## config.mk

```make
export PLATFORM = sky130hd
export DESIGN_NAME = mem_port_arbiter
export DESIGN_NICKNAME = d
export VERILOG_FILES = /design/src/rtl/mem_port_arbiter_pkg.sv /design/src/rtl/mem_arb_timer.sv /design/src/rtl/mem_port_arbiter.sv
export SDC_FILE = /design/constraint.sdc
export NUM_CORES = 1
export LEC_CHECK = 0
export BUFFER_PORTS_ARGS = -buffer_cell sky130_fd_sc_hd__clkbuf_2
export CELL_PAD_IN_SITES_DETAIL_PLACEMENT = 2
export CELL_PAD_IN_SITES_GLOBAL_PLACEMENT = 2
export CORE_ASPECT_RATIO = 1.1
export CORE_UTILIZATION = 26
export DETAILED_ROUTE_END_ITERATION = 12
export MAX_ROUTING_LAYER = met4
export PLACE_DENSITY_LB_ADDON = 0.1
export SLEW_MARGIN = 40
export SYNTH_ARGS = -nofsm -noshare
export SYNTH_HDL_FRONTEND = slang
export SYNTH_HIERARCHICAL = 1
export SYNTH_SLANG_ARGS = --single-unit
```

## constraint.sdc

```tcl
create_clock -name clk -period 1.8 [get_ports clk]
set_input_delay 0.09 -clock clk [delete_from_list [all_inputs] [get_ports clk]]
set_output_delay 0.09 -clock clk [all_outputs]
set_load 0.02 [all_outputs]
```

## src/rtl/mem_port_arbiter_pkg.sv

```systemverilog
// Shared constants for the unified-memory port arbiter: FSM encodings, the
// timeout error word, the default timeout and the timer width helper.
`default_nettype none

package mem_port_arbiter_pkg;

    localparam logic [1:0] ST_IDLE = 2'd0;
    localparam logic [1:0] ST_DATA = 2'd1;
    localparam logic [1:0] ST_INST = 2'd2;
    localparam logic [1:0] ST_RESP = 2'd3;

    localparam logic [31:0] ERR_WORD        = 32'hDEAD_BEEF;
    localparam int          TIMEOUT_DEFAULT = 255;

    // Counter must hold TIMEOUT-1 and is never narrower than 8 bits.
    function automatic int cnt_width(input int timeout);
        int w;
        w = $clog2(timeout + 1);
        return (w < 8) ? 8 : w;
    endfunction

endpackage

`default_nettype wire

```

## src/rtl/mem_arb_timer.sv

```systemverilog
// Loadable down-counter for the arbiter's ack timeout; expired is asserted
// while running with the count exhausted.
`default_nettype none

module mem_arb_timer #(
    parameter int WIDTH = 8
) (
    input  logic             clk,
    input  logic             rst,
    input  logic             load,
    input  logic [WIDTH-1:0] load_val,
    input  logic             run,
    output logic             expired
);

    logic [WIDTH-1:0] cnt;

    always_ff @(posedge clk or negedge rst) begin
        if (!rst) begin
            cnt <= '0;
        end else if (load) begin
            cnt <= load_val;
        end else if (run && (cnt != '0)) begin
            cnt <= cnt - 1'b1;
        end
    end

    assign expired = run && (cnt == '0);

endmodule

`default_nettype wire

```

## src/rtl/mem_port_arbiter.sv

```systemverilog
// Shares one single-ported memory between instruction fetch and data ports,
// data first. Optional ack timeout enabled by defining MEM_ARB_TIMEOUT_EN.
`default_nettype none

module mem_port_arbiter
    import mem_port_arbiter_pkg::*;
#(
    parameter int ADDR_WIDTH = 32,
    parameter int DATA_WIDTH = 32,
    parameter int TIMEOUT    = TIMEOUT_DEFAULT
) (
    input  logic                  clk,
    input  logic                  rst,
    input  logic                  inst_ren,
    input  logic [ADDR_WIDTH-1:0] inst_addr,
    output logic [DATA_WIDTH-1:0] inst_data,
    output logic                  inst_valid,
    input  logic                  mem_ren,
    input  logic                  mem_wen,
    input  logic [ADDR_WIDTH-1:0] mem_addr,
    input  logic [DATA_WIDTH-1:0] mem_dout,
    output logic [DATA_WIDTH-1:0] mem_din,
    output logic                  mem_valid,
    output logic                  ext_req,
    output logic                  ext_we,
    output logic [ADDR_WIDTH-1:0] ext_addr,
    output logic [DATA_WIDTH-1:0] ext_wdata,
    input  logic [DATA_WIDTH-1:0] ext_rdata,
    input  logic                  ext_ack,
    output logic                  bus_err
);

    logic [1:0]            state;
    logic                  busy;
    logic                  timeout_hit;
    logic                  done;
    logic [DATA_WIDTH-1:0] resp_data;

    assign busy = (state == ST_DATA) || (state == ST_INST);

`ifdef MEM_ARB_TIMEOUT_EN
    localparam int CW = cnt_width(TIMEOUT);

    mem_arb_timer #(
        .WIDTH (CW)
    ) u_timer (
        .clk      (clk),
        .rst      (rst),
        .load     (state == ST_IDLE),
        .load_val (CW'(TIMEOUT - 1)),
        .run      (busy),
        .expired  (timeout_hit)
    );
`else
    localparam int unused_timeout = TIMEOUT;
    assign timeout_hit = 1'b0;
`endif

    // A real ack always beats a coincident timeout.
    assign done      = ext_ack || timeout_hit;
    assign resp_data = ext_ack ? ext_rdata : DATA_WIDTH'(ERR_WORD);

    always_ff @(posedge clk or negedge rst) begin
        if (!rst) begin
            state      <= ST_IDLE;
            ext_req    <= 1'b0;
            ext_we     <= 1'b0;
            ext_addr   <= '0;
            ext_wdata  <= '0;
            inst_data  <= '0;
            mem_din    <= '0;
            inst_valid <= 1'b0;
            mem_valid  <= 1'b0;
            bus_err    <= 1'b0;
        end else begin
            case (state)
                ST_IDLE: begin
                    if (mem_ren || mem_wen) begin
                        state     <= ST_DATA;
                        ext_req   <= 1'b1;
                        ext_we    <= mem_wen;
                        ext_addr  <= mem_addr;
                        ext_wdata <= mem_dout;
                    end else if (inst_ren) begin
                        state    <= ST_INST;
                        ext_req  <= 1'b1;
                        ext_we   <= 1'b0;
                        ext_addr <= inst_addr;
                    end
                end
                ST_DATA, ST_INST: begin
                    if (done) begin
                        state   <= ST_RESP;
                        ext_req <= 1'b0;
                        if (!ext_ack) begin
                            bus_err <= 1'b1;
                        end
                        if (state == ST_DATA) begin
                            mem_valid <= 1'b1;
                            if (!ext_we) begin
                                mem_din <= resp_data;
                            end
                        end else begin
                            inst_valid <= 1'b1;
                            inst_data  <= resp_data;
                        end
                    end
                end
                ST_RESP: begin
                    inst_valid <= 1'b0;
                    mem_valid  <= 1'b0;
                    state      <= ST_IDLE;
                end
                default: begin
                    state <= ST_IDLE;
                end
            endcase
        end
    end

endmodule

`default_nettype wire

```

==> impl_results.md <==
- Setup TNS: 0 ps
- Commonest non-fill, non-tap cells in the layout: clkbuf_2 (264), dfrtp_1 (134), dlygate4sd3_1 (127)
- Vias/cell: about 4.3
- Critical Path RT: 2090 ps
- CTS Buf Count: 17
- Area delta synth->final: 65.0%
- Nets@finish: between 900 and 1000
- Core ar.: roughly 21000 um^2
- Max Fanout on Critical Path: 16
- Placed Area: about 7300 um^2
- Clk_lat worst skew: 410 ps
- Post-route cell area: just over 9000 um^2
- Placement Setup Slack: between 10 and 15 ps
- Die width: between 100 and 150 um
- Pwr Density: roughly 1800 nW/um^2
- Global Route Usage Sum: ~18%
- Synth Register Bits: 134
- Most common cell after layout, fill and taps aside: clkbuf_2
- DR iter-0 viols: 80
- Fin crit period: 1710 ps
- Via count: around 4700
- Crit path arrival time: ~2000 ps
- Mapped cell area: approximately 5600 um^2
- Netlist cell types: 31
- Count of final setup violators: 0
- Post-DRT Antenna Nets: 0
- Pin count of the biggest net entering global routing: 47
- Status: completed
- Placer's final routability congestion estimate: ~0.7
- Rows: 55
- Clock sinks: about 130
- Synth Area per Inst: roughly 15 um^2
- Synth top area share: around three fifths
- Leakage Power: 0.00448 uW
- Die height: between 150 and 200 um
- Gate count after technology mapping: between 300 and 400
- Grt total ovfl: 0
- Clk_skew: between 7 and 8 ps
- Root Driver: clkbuf_16
- Cell total after placement: between 900 and 1000
- Setup CP Type: reg2reg
- Port Buffers: between 200 and 300
- Layout cells sized above 1: a little over half
- Final Max Slew Viols: 0
- Die area: ~22000 um^2
- Initial Util: 26.8%
- Initial antenna violation count: 0
- Longest Clk Path Bufs: 2
- Fin. Hold Viols: 0
- Dpl hpwl: approximately 12000 um
- Sequential share of the synthesized area: 60.1%
- CTS tree: yes
- Synth area leaders: dfrtp_1 (60%), mux2_2 (19%), mux2i_1 (6.3%), nand2_1 (2.2%), o21ai_2 (1.9%)
- Routed len/inst: between 15 and 20 um
- Peak Freq: roughly 0.58 GHz
- Fin crit share: a little over nine tenths
- Post-route setup slack: approximately 90 ps
- Max IR drop VDD: between 0.5 and 0.6 mV
- Non-Filler Instances: between 1000 and 1500
- Largest area contributor in the netlist: dfrtp_1
- H-tree levels: 4
- Inserted Diodes: 0
- Yosys Warn Count: 6
- Critical path launch point type: flip-flop
- Syn Nets: between 500 and 600
- Max cap viols: 0
- HP Class: in2reg
- Detailed Routing Iterations Pass 1: 4
- CP Capture Type: flip-flop
- Worst-path clk slew: approximately 60 ps
- Vias in the first global route: approximately 5400
- Total routed wirelength: approximately 18000 um
- I/O pin total: 267
- Post-route DRC violation count: 0
- Global-route wire length before repair: approximately 29000 um
==> registers in the layout (all words and copies together) (netlist names) <==
register / cells
ext_addr: 32
ext_wdata: 32
inst_data: 32
mem_din: 32
state: 2
ext_req: 1
ext_we: 1
inst_valid: 1
mem_valid: 1
==> path summary, 6_finish.rpt <==
check,slack (ps),startpoint,to,cells past startpoint
worst max-delay path,90,state[1],inst_data[26],6
worst min-delay path,30,mem_addr[7],ext_addr[7],3
worst max register to register,90,state[1],inst_data[26],6
worst min register to register,480,ext_addr[8],ext_addr[8],2
max in group asynchronous,990,rst,ext_wdata[29],3
min in group asynchronous,170,rst,mem_din[11],2
==> where the power goes <==
part | switching (uW) | internal (uW) | total, uW
sequential | 840 | 4570 | 5410
clock | 1370 | 2080 | 3460
combinational | 4400 | 3370 | 7770
total | 6610 | 10000 | 16600
==> worst max-delay path: stages, from the launching register on <==
cell      delay [ps]
dfrtp_1          390
inv_2            100
ha_2             320
nand3b_1         110
buf_6            150
buf_16           170
mux2_2           350
==> routing by layer <==
metal / routed length, um / up-vias / global-route usage (%)
li1: - / 2162 / -
met1: 6800 / 2354 / 18.3
met2: 9970 / 175 / 32.3
met3: 1170 / 27 / 4.76
met4: 393 / 0 / 6.50
met5: 0 / - / -
==> area by class of cell <==
class / instances / area [um^2]
Fill cell: 2153 / 11600
Inverter: 4 / 15.0
Clock buffer: 18 / 439
Clock inverter: 14 / 149
Multi-Input combinational cell: 222 / 2000
Sequential cell: 134 / 3350
Tap cell: 285 / 357
Timing Repair Buffer: 411 / 2890
==> what timing repair did <==
action	in CTS	in global routing
buffers inserted	1	3
gates resized for setup	2	2
pin swaps	1	0
endpoints found under the hold margin	169	0
hold buffers	127	0
endpoints found under the setup margin	21	33
gates cloned	1	1
==> cells by family after synthesis <==
family          after synthesis  share of synthesized area (%)
flops                       134                           60.1
mux                         132                           26.0
compound gates               42                           5.36
simple gates                 42                           3.30
buf+inv                      24                           4.06
fa+ha+maj                     5                           1.12
other cells                   1                         0.0672
==> cells in the mapped netlist, drive strengths merged <==
master / count
o2bb2ai: 1
a21boi: 1
nor2b: 1
a21oi: 2
a21o: 1
mux2i: 35
clkbuf: 5
mux2: 97
ha: 5
buf: 15
o31ai: 2
nand3b: 2
o41ai: 1
nor3: 1
o21ai: 34
dfrtp: 134
inv: 4
nand2: 36
conb: 1
nor2: 2
==> stage by stage <==
step,hold slack [ps],power [uW],util (%)
final,27.3,16600,44.3
after global routing,39.7,17700,44.3
after CTS,1.31,16700,44.0
after detailed placement,57.6,12800,34.9
after global placement,51.0,12400,34.8
after floorplan,-206,10100,-
No activity file was read; power rests on OpenSTA's default activity.
